===== src/rtl/hidden_wires_arbiter.sv =====
// Round-robin arbiter sharing one hidden-wires side channel between NUM_REQ requesters.
// One transaction in flight, held on the channel until hw_ack or an optional timeout.
module hidden_wires_arbiter #(
  parameter int NUM_REQ = 4,
  parameter int TIMEOUT = 16,
  localparam int ID_W = $clog2(NUM_REQ)
) (
  input  logic                 clk,
  input  logic                 rst,
  input  logic [NUM_REQ-1:0]   req_valid,
  output logic [NUM_REQ-1:0]   req_ready,
  input  logic [NUM_REQ*64-1:0] req_address,
  input  logic [NUM_REQ*32-1:0] req_data,
  input  logic [NUM_REQ*64-1:0] req_data64,
  output logic [63:0]          hw_address,
  output logic [31:0]          hw_data,
  output logic [63:0]          hw_data64,
  output logic                 hw_enable,
  input  logic                 hw_ack,
  output logic [ID_W-1:0]      grant_id,
  output logic                 err_timeout,
  output logic [ID_W-1:0]      err_id,
  input  logic                 err_clear
);

  localparam int TW = (TIMEOUT > 0) ? $clog2(TIMEOUT + 1) : 1;
  localparam logic [TW-1:0] TIMER_LAST = TW'(TIMEOUT - 1);

  typedef enum logic {IDLE, BUSY} state_t;

  state_t            state_reg, state_next;
  logic [ID_W-1:0]   last_grant_reg;
  logic [TW-1:0]     timer_reg;
  logic [63:0]       hw_address_reg;
  logic [31:0]       hw_data_reg;
  logic [63:0]       hw_data64_reg;
  logic [ID_W-1:0]   grant_id_reg;
  logic              err_timeout_reg;
  logic [ID_W-1:0]   err_id_reg;

  logic [63:0]       addr_arr   [NUM_REQ];
  logic [31:0]       data_arr   [NUM_REQ];
  logic [63:0]       data64_arr [NUM_REQ];
  logic [ID_W-1:0]   winner;
  logic              any_valid;
  logic              transfer;
  logic              timeout_hit;
  logic              err_set;

  genvar gi;
  generate
    for (gi = 0; gi < NUM_REQ; gi++) begin : g_unpack
      assign addr_arr[gi]   = req_address[gi*64 +: 64];
      assign data_arr[gi]   = req_data[gi*32 +: 32];
      assign data64_arr[gi] = req_data64[gi*64 +: 64];
    end
  endgenerate

  // Walk offsets from farthest to nearest so the requester closest after last_grant wins.
  always_comb begin
    winner    = '0;
    any_valid = 1'b0;
    for (int k = NUM_REQ; k >= 1; k--) begin
      if (req_valid[(int'(last_grant_reg) + k) % NUM_REQ]) begin
        winner    = ID_W'((int'(last_grant_reg) + k) % NUM_REQ);
        any_valid = 1'b1;
      end
    end
  end

  always_comb begin
    req_ready = '0;
    if (state_reg == IDLE && any_valid)
      req_ready[winner] = 1'b1;
  end

  assign transfer    = (state_reg == IDLE) && any_valid;
  assign timeout_hit = (TIMEOUT != 0) && (timer_reg == TIMER_LAST);
  assign err_set     = (state_reg == BUSY) && !hw_ack && timeout_hit;

  always_ff @(posedge clk or posedge rst) begin
    if (rst)
      state_reg <= IDLE;
    else
      state_reg <= state_next;
  end

  always_comb begin
    state_next = state_reg;
    case (state_reg)
      IDLE: if (any_valid) state_next = BUSY;
      BUSY: if (hw_ack || timeout_hit) state_next = IDLE;
      default: state_next = IDLE;
    endcase
  end

  always_ff @(posedge clk or posedge rst) begin
    if (rst) begin
      last_grant_reg  <= ID_W'(NUM_REQ - 1);
      timer_reg       <= '0;
      hw_address_reg  <= '0;
      hw_data_reg     <= '0;
      hw_data64_reg   <= '0;
      grant_id_reg    <= '0;
      err_timeout_reg <= 1'b0;
      err_id_reg      <= '0;
    end else begin
      if (transfer) begin
        hw_address_reg <= addr_arr[winner];
        hw_data_reg    <= data_arr[winner];
        hw_data64_reg  <= data64_arr[winner];
        grant_id_reg   <= winner;
        last_grant_reg <= winner;
        timer_reg      <= '0;
      end else if (state_reg == BUSY && timer_reg != '1) begin
        timer_reg <= timer_reg + TW'(1);
      end

      // A clear in the same cycle as a new timeout wins; that error is dropped.
      if (err_clear) begin
        err_timeout_reg <= 1'b0;
        err_id_reg      <= '0;
      end else if (err_set && !err_timeout_reg) begin
        err_timeout_reg <= 1'b1;
        err_id_reg      <= grant_id_reg;
      end
    end
  end

  assign hw_address  = hw_address_reg;
  assign hw_data     = hw_data_reg;
  assign hw_data64   = hw_data64_reg;
  assign hw_enable   = (state_reg == BUSY);
  assign grant_id    = grant_id_reg;
  assign err_timeout = err_timeout_reg;
  assign err_id      = err_id_reg;

endmodule

===== config.mk =====
export PLATFORM = sky130hd
export DESIGN_NAME = hidden_wires_arbiter
export DESIGN_NICKNAME = d
export VERILOG_FILES = /design/src/rtl/hidden_wires_arbiter.sv
export SDC_FILE = /design/constraint.sdc
export NUM_CORES = 1
export LEC_CHECK = 0
export CAP_MARGIN = 30
export CORE_AREA = 4 4 312 314
export DETAILED_ROUTE_END_ITERATION = 16
export DIE_AREA = 0 0 316 318
export DONT_BUFFER_PORTS = 1
export SLEW_MARGIN = 40
export SYNTH_ARGS = -nofsm -noshare
export SYNTH_HDL_FRONTEND = slang
export SYNTH_SLANG_ARGS = --single-unit

===== constraint.sdc =====
create_clock -name clk -period 8.7 [get_ports clk]
set_input_delay 2.175 -clock clk [delete_from_list [all_inputs] [get_ports clk]]
set_output_delay 2.175 -clock clk [all_outputs]
set_load 0.01 [all_outputs]

# [Word level (Yosys, flattened, before mapping)]
# Cells that the tools add are included.
[classes] n_addsub=5 magnitude_cmp=7 n_eq_ne=2 n_mux=41 bitwise=6 reduce_logical=15
[ops] operator="$bmux W64 S2" n=2
[ops] operator="$mux W64" n=4
[ops] operator="$bmux W32 S2" n=1
[ops] operator="$mux W32" n=2
[ops] operator="$mux W1" n=17
[ops] operator="$lt A3 B4 Y1 const B" n=4
[ops] operator="$mux W2" n=6
[ops] operator="$mux W5" n=2
[ops] operator="$bmux W1 S2" n=4
[ops] operator="$reduce_or A2 Y1" n=4
[ops] operator="$logic_and A1 B1 Y1" n=6
[ops] operator="$add A5 B1 Y5 const B" n=1
[ops] operator="$eq A5 B4 Y1 const B" n=1
[ops] operator="$ne A5 B5 Y1 const B" n=1
[ops] operator="$add A2 B1 Y2 const B" n=2
[ops] operator="$add A2 B2 Y2 const B" n=2
[ops] operator="$and A1 B1 Y1 const A" n=4
[ops] operator="$mux W4" n=1
[ops] operator="$reduce_bool A2 Y1" n=2
[ops] operator="$ge A3 B3 Y1 const B" n=1
[ops] operator="$lt A2 B3 Y1 const B" n=1
[ops] operator="$not A2 Y3" n=1
[ops] operator="$demux W1 S2" n=1
[ops] operator="$ge A2 B1 Y1 const B" n=1
[ops] operator="4 further kinds" n=5
[word_totals] regBits=173 in_bits=648 wordCells=85

# [Longest topological paths before layout]
# Gate-level depths: netlist of the first run.
[logic_depth] ltp_word=15 mapped_depth=8 mapped_depth_nobuf=7

# [Worst setup path before layout of the first run]
# No wires, ideal clock.
[synth_timing] path_type="input -> output" start="in req_valid[1]" end="out req_ready[2]" t_arrival_ns=3.267 t_required_ns=6.525 slack_ns=3.258 path_stages=6 path_buffers=3 cell_sequence="o21ai_0 -> o211a_1 -> buf_4 -> buf_2 -> buf_1 -> and2_1"
[synth_via] elab_chain_len=12 word_cells_on_any_way=27
[synth_rtl] item="from (decl)" line_no="10" rtl="input logic [NUM_REQ-1:0] req_valid,"
[synth_rtl] item="$bmux W1 S2" line_no="64" rtl="if (req_valid[(int'(last_grant_reg) + k) % NUM_REQ]) begin"
[synth_rtl] item="$mux W1 (not written as such) (2 in a row)" line_no="64"
[synth_rtl] item="$mux W2 (4 in a row)" line_no="64"
[synth_rtl] item="$lt A2 B3 Y1 (not written as such) or $ge A2 B1 Y1 (tied branches)" line_no="74" rtl="req_ready[winner] = 1'b1;"
[synth_rtl] item="$logic_and A1 B1 Y1 (not written as such)" line_no="74"
[synth_rtl] item="$mux W1 (not written as such)" line_no="74"
[synth_rtl] item="$demux W1 S2" line_no="74"
[synth_rtl] item="$mux W4 (*)" line_no="73" rtl="if (state_reg == IDLE && any_valid)"
[synth_rtl] item="to (decl)" line_no="11" rtl="output logic [NUM_REQ-1:0] req_ready,"
# Every way passes the cells marked *; elsewhere a longest branch is shown, timed or not. The select of a mux whose other input is x is not followed.

# [Worst setup path after layout of the first run]
[layout_timing] start="in req_valid[2]" end="out req_ready[1]"
# Same word-level chain as after synthesis.

==> flow_summary.yaml, run 1 <==
status:
  outcome: "finished clean"
yosys:
  synth_edf_count: 0
  synth_fp_nets: 1737
  yosysUniqueCellTypes: 33
  ys_warn_count: 0
  synth_adder_area_share_pct: 0.364
  postSynth.asyncResetShare_pct: 100
  synth_top_area_cell: "dfrtp_1"
  ys_seq_elements: 173
  synthXorXnorAreaFrac_pct: 0.170
  synth.area.top_cells: "dfrtp_1 (42%), mux2i_1 (16%), a221oi_1 (14%)"
  yosysTopAreaCellShare_pct: 41.5
  synth_compound_area_share_pct: 28.6
  synth.avg_cell_area_um2: 9.49
  synth_top_family_by_area: "compound AO/OA/AOI/OAI gates"
  syn-cell-area_mm2: 0.0103
  synth-main-ff-cell: "dfrtp_1"
  synth.mux.area_fraction_pct: 15.7
  synthCells: 1086
  synth-simple-area-share_pct: 7.63
  yosysSeqAreaShare_pct: 42.0
drt:
  vias: 9615
  route.detailed.drc: 0
  drtPass1Iterations: 6
  routedWlPerCell_um: 23.5
  wirelength_um: 54100
  viasPerCell: 4.18
  first_iter_violations: 681
  detail-route-antenna-nets: 0
sta:
  setup_tns_ns: 0
  relSlewSlack_pct: 29.0
  min_period_over_period_pct: 68.7
  finClkSkew_ns: 0.00941
  tightest_slew_ns: 1.07
  grt_setup_unrepaired: "no"
  max_freq_mhz: 167
  finalSetupViolCount: 0
  whs_ns: 0.539
  timing.final.hold_violations: 0
  fin_crit_ns: 5.98
  maxSlewViolCount: 0
placement:
  gp_congestion: 0.910
  post_dp_cell_area_mm2: 0.0116
  dp_cells: 2254
  io_buffers: 0
  dp_hpwl_um: 43900
hold_path:
  worstHoldPathType: "reg2reg"
  hold_depth: 2
cells_and_area:
  fin_cells: 2302
  seqCellArea_mm2: 0.00433
  layout.nets: 1659
  area_delta_synth_final_pct: 19.2
  fin_area_mm2: 0.0123
  fillers: 10756
  drive_gt1_share_pct: 6.46
  multi_input_area_mm2: 0.00548
power_and_ir_drop:
  p_seq_share_pct: 38.0
  p_leak_nw: 4.40
  p_total_w: 0.00485
  max-vdd-ir-drop_mv: 0.172
  power_switching_share_pct: 48.8
  pwr-share-comb_pct: 44.8
  p_sw_w: 0.00237
  power_frac_clock_pct: 17.2
  intPower_w: 0.00248
  powerDensity_mw_per_mm2: 395
clock_network:
  root_buffer: "clkbuf_16"
  clk_pin_slew_worst_paths_ns: 0.08
  cts.sinks: 173
  ctsResizeCount: 0
  clockBufferDepth: 2
  ctsHoldBuffers: 0
  clk_latency_ns: 0.49
  post_cts_buffers: 0
  cts_tree: "built"
  cts_buffers: 17
  cts_max_level: 4
global_route:
  grt_max_degree: 162
  grt_pass1_wl_um: 71800
  grt_overflow: 0
  antenna_found_initial: 18
  grt_usage_pct: 10.1
  grt_pass1_vias: 9429
floorplanning:
  core_area_mm2: 0.0946
  pin_count: 818
  die_height_um: 318
  rows: 113
  die_w_um: 316
  start_util_pct: 10.9
  die-area_mm2: 0.100
critical_path:
  max_stage_delay_ns: 0.56
  end_kind: "output port"
  crit_chain: "nor2_1, a21oi_4, buf_12, nand2_4, nor2_1"
  r2r.worst_path.cells: 7
  critPathBufInv: 1
  crit_path_start_kind: "primary input"
  cp.depth: 5
  worstSetupPathType: "in2out"
  cp_max_fo: 162
  path_common_cell: "nor2_1"
  path_delay_family: "simple AND/OR/NAND/NOR gates"
  worstPathArrival_ns: 3.80
  crit_path_top_delay_cell: "buf_12"
  critPathRequiredTime_ns: 6.53
flow_run:
  max_cap_violations: 0
## logic make-up after synthesis
kind of cell / after synthesis
compound gates: 426
xor+xnor: 2
simple gates: 197
mux: 162
buf+inv: 123
fa+ha+maj: 3
flops: 173
## final cells by class
| class | count | area share, % |
|---|---|---|
| Multi-Input combinational cell | 790 | 44.6 |
| Sequential cell | 173 | 35.3 |
| Tap cell | 1265 | 12.9 |
| Clock buffer | 17 | 3.46 |
| Timing Repair Buffer | 21 | 1.81 |
| Clock inverter | 15 | 1.43 |
| Antenna cell | 16 | 0.326 |
| Inverter | 5 | 0.214 |
## power by group through the flow
stage / Clock, W / Sequential, W / Combinational, W
after floorplan: 0 / 0.00164 / 0.00169
after global placement: 0 / 0.00186 / 0.00211
after detailed placement: 0 / 0.00186 / 0.00219
after CTS: 0.000889 / 0.00185 / 0.00218
after global routing: 0.000918 / 0.00189 / 0.00242
final: 0.000832 / 0.00184 / 0.00217
## worst register-to-register path, stage by stage, from the launching register on
cell and delay, ns:
dfstp_2 0.57, nand2b_1 0.23, a21oi_1 0.14, nor3_4 0.38, buf_4 0.51, buf_12 0.40, mux2i_1 1.03, o22ai_1 0.16
## synth_stat cells (2+ instances only)
library cell	count
o22ai_1	160
nor3_1	2
inv_1	5
nand3_1	2
o21ai_0	94
nand2_1	7
clkbuf_1	66
a221oi_1	160
nor2b_1	2
mux2i_1	162
buf_2	28
nor2_1	171
dfrtp_1	171
a21oi_1	6
xor2_1	2
buf_4	14
buf_1	7
clkbuf_4	3
and3_1	2
ha_1	3
dfstp_2	2
nand2b_1	6
## metal layers
metal  global-route usage [%]  wire (um)  up-vias
li1                         -          -     4139
met1                     11.4      20100     4699
met2                     16.6      25900      677
met3                     3.93       5930       90
met4                     5.09       2110       10
met5                        0         67        -
## cell usage in the layout (no fill, tap or decap), drive strengths merged, types with 2 or more instances in the layout
cell type and n:
nor2 172, dfrtp 171, mux2i 162, a221oi 160, o22ai 160, o21ai 95, buf 21, clkbuf 17
diode 16, inv 13, nand2 7, nand2b 6, a21oi 6, ha 3, clkinvlp 3, nor3 3
nor2b 2, and3 2, nand3 2, xor2 2, bufinv 2, clkinv 2, dfstp 2
## stage by stage
step,utilization [%],setup WS (ns)
6_report,13.0,2.72
5_1_grt,13.0,2.61
4_1_cts,12.9,2.69
3_5_place_dp,12.3,2.69
3_3_place_gp,12.2,2.67
2_1_floorplan,-,1.84
## worst paths after layout
| kind | start | to | slack, ns |
|---|---|---|---|
| min reg2reg | timer_reg[3] | timer_reg[3] | 0.54 |
| max in group asynchronous | rst | hw_data[4] | 6.20 |
| min in group asynchronous | rst | hw_address[32] | 1.55 |
| min | timer_reg[3] | timer_reg[3] | 0.54 |
| max reg2reg | last_grant_reg[0] | hw_data64[45] | 5.13 |
| max | req_valid[2] | req_ready[1] | 2.72 |
(Power assumes the default switching activity.)
==> inputs of run 2 (changes only) <==
Clock period 8.7 ns to 5.06 ns, I/O delays scaled along.
==> run 2 against run 1 <==
Via count increased by 0.87%. Critical path type unchanged. Largest cell class unchanged. Clock power grew 78%. Die area unchanged.
==> flow_summary.yaml, run 2 (synthesized netlist as in run 1, its figures left out) <==
status:
  outcome: "finished clean"
floorplanning:
  die_height_um: 318
  start_util_pct: 10.9
  rows: 113
  die_w_um: 316
  core_area_mm2: 0.0946
  die-area_mm2: 0.100
  pin_count: 818
clock_network:
  cts_max_level: 4
  clockBufferDepth: 2
  clk_pin_slew_worst_paths_ns: 0.07
  ctsHoldBuffers: 0
  ctsResizeCount: 0
  cts.sinks: 173
  clk_latency_ns: 0.49
  cts_tree: "built"
  root_buffer: "clkbuf_16"
  cts_buffers: 17
  post_cts_buffers: 0
critical_path:
  worstPathArrival_ns: 2.50
  path_common_cell: "nor2_1"
  cp_max_fo: 11
  worstSetupPathType: "in2out"
  crit_path_top_delay_cell: "a21oi_4"
  r2r.worst_path.cells: 7
  critPathRequiredTime_ns: 3.80
  end_kind: "output port"
  crit_path_start_kind: "primary input"
  crit_chain: "nor2_1, a21oi_4, nand2_4, nor2_1"
  max_stage_delay_ns: 0.57
sta:
  maxSlewViolCount: 0
  finalSetupViolCount: 0
  min_period_over_period_pct: 74.3
  finClkSkew_ns: 0.0168
  fin_crit_ns: 3.76
  grt_setup_unrepaired: "no"
  tightest_slew_ns: 0.874
  setup_tns_ns: 0
  max_freq_mhz: 266
  whs_ns: 0.532
  timing.final.hold_violations: 0
  relSlewSlack_pct: 41.8
drt:
  routedWlPerCell_um: 24.3
  viasPerCell: 4.21
  vias: 9699
  first_iter_violations: 592
  drtPass1Iterations: 6
  wirelength_um: 55900
  route.detailed.drc: 0
  detail-route-antenna-nets: 0
power_and_ir_drop:
  p_leak_nw: 4.46
  powerDensity_mw_per_mm2: 677
  p_total_w: 0.00839
  max-vdd-ir-drop_mv: 0.246
global_route:
  grt_max_degree: 208
  grt_pass1_wl_um: 75000
  grt_overflow: 0
  grt_usage_pct: 10.6
  antenna_found_initial: 29
  grt_pass1_vias: 9735
hold_path:
  hold_depth: 1
  worstHoldPathType: "reg2reg"
cells_and_area:
  fin_area_mm2: 0.0124
  area_delta_synth_final_pct: 20.2
  final_cell_mix: "nor2_1 (171), dfrtp_1 (170), mux2i_1 (162), a221oi_1 (160), o22ai_1 (160)"
  layout.nets: 1663
  drive_gt1_share_pct: 6.83
  final_common_cell: "nor2_1"
  finalCoreUtilization_pct: 13.1
  fillers: 10676
placement:
  dp_hpwl_um: 45100
  post_dp_cell_area_mm2: 0.0117
  io_buffers: 0
  gp_congestion: 0.947
flow_run:
  max_cap_violations: 0
## run 2: cell count changes in the layout (fill, tap and decap cells not counted), moves of 2 or more
| cell | before | now |
|---|---|---|
| buf_16 | 0 | 2 |
| inv_6 | 6 | 4 |
| buf_12 | 3 | 6 |
| diode_2 | 16 | 14 |
| buf_4 | 10 | 14 |
| clkinv_2 | 0 | 2 |
| inv_8 | 3 | 1 |
| buf_6 | 6 | 3 |
## run 2: power breakdown
group / internal (W) / switching (W)
Combinational: 0.00147 / 0.00227
Clock: 0.000800 / 0.000683
Sequential: 0.00208 / 0.00108
Total: 0.00435 / 0.00404
## run 2: metal layers
| metal | vias to the layer above | track usage [%] | wire length (um) |
|---|---|---|---|
| li1 | 4133 | - | - |
| met1 | 4724 | 11.0 | 19400 |
| met2 | 703 | 17.1 | 26300 |
| met3 | 117 | 5.88 | 7520 |
| met4 | 22 | 5.84 | 2550 |
| met5 | - | 0 | 126 |
## run 2: area by class of cell
class                           instances  area [um2]  share of cell area (%)
Antenna cell                           14        35.0                   0.283
Clock buffer                           18         439                    3.54
Clock inverter                         14         180                    1.45
Inverter                                5        22.5                   0.182
Multi-Input combinational cell        790        5480                    44.3
Sequential cell                       173        4330                    35.0
Tap cell                             1265        1580                    12.8
Timing Repair Buffer                   25         314                    2.53
## run 2: worst paths after layout
| check | startpoint | to | slack, ns |
|---|---|---|---|
| min in group asynchronous | rst | hw_data64[44] | 0.70 |
| worst max-delay path | req_valid[1] | req_ready[1] | 1.30 |
| worst min-delay path | timer_reg[0] | timer_reg[0] | 0.53 |
| worst max register to register | last_grant_reg[0] | hw_address[15] | 2.19 |
| max in group asynchronous | rst | hw_address[16] | 3.50 |
| worst min register to register | timer_reg[0] | timer_reg[0] | 0.53 |
## run 2: per-stage QoR
step           cells  setup slack [ns]
6_report        2304              1.30
5_1_grt         2300              1.10
4_1_cts         2287              1.03
3_5_place_dp    2255              1.03
3_3_place_gp    2255             0.859
2_1_floorplan   1086              1.44
## run 2: critical path: cells and delay by family
family | cells | cell delay (ns)
and+or+nand+nor | 3 | 0.65
AOI/OAI and AO/OA | 1 | 0.57
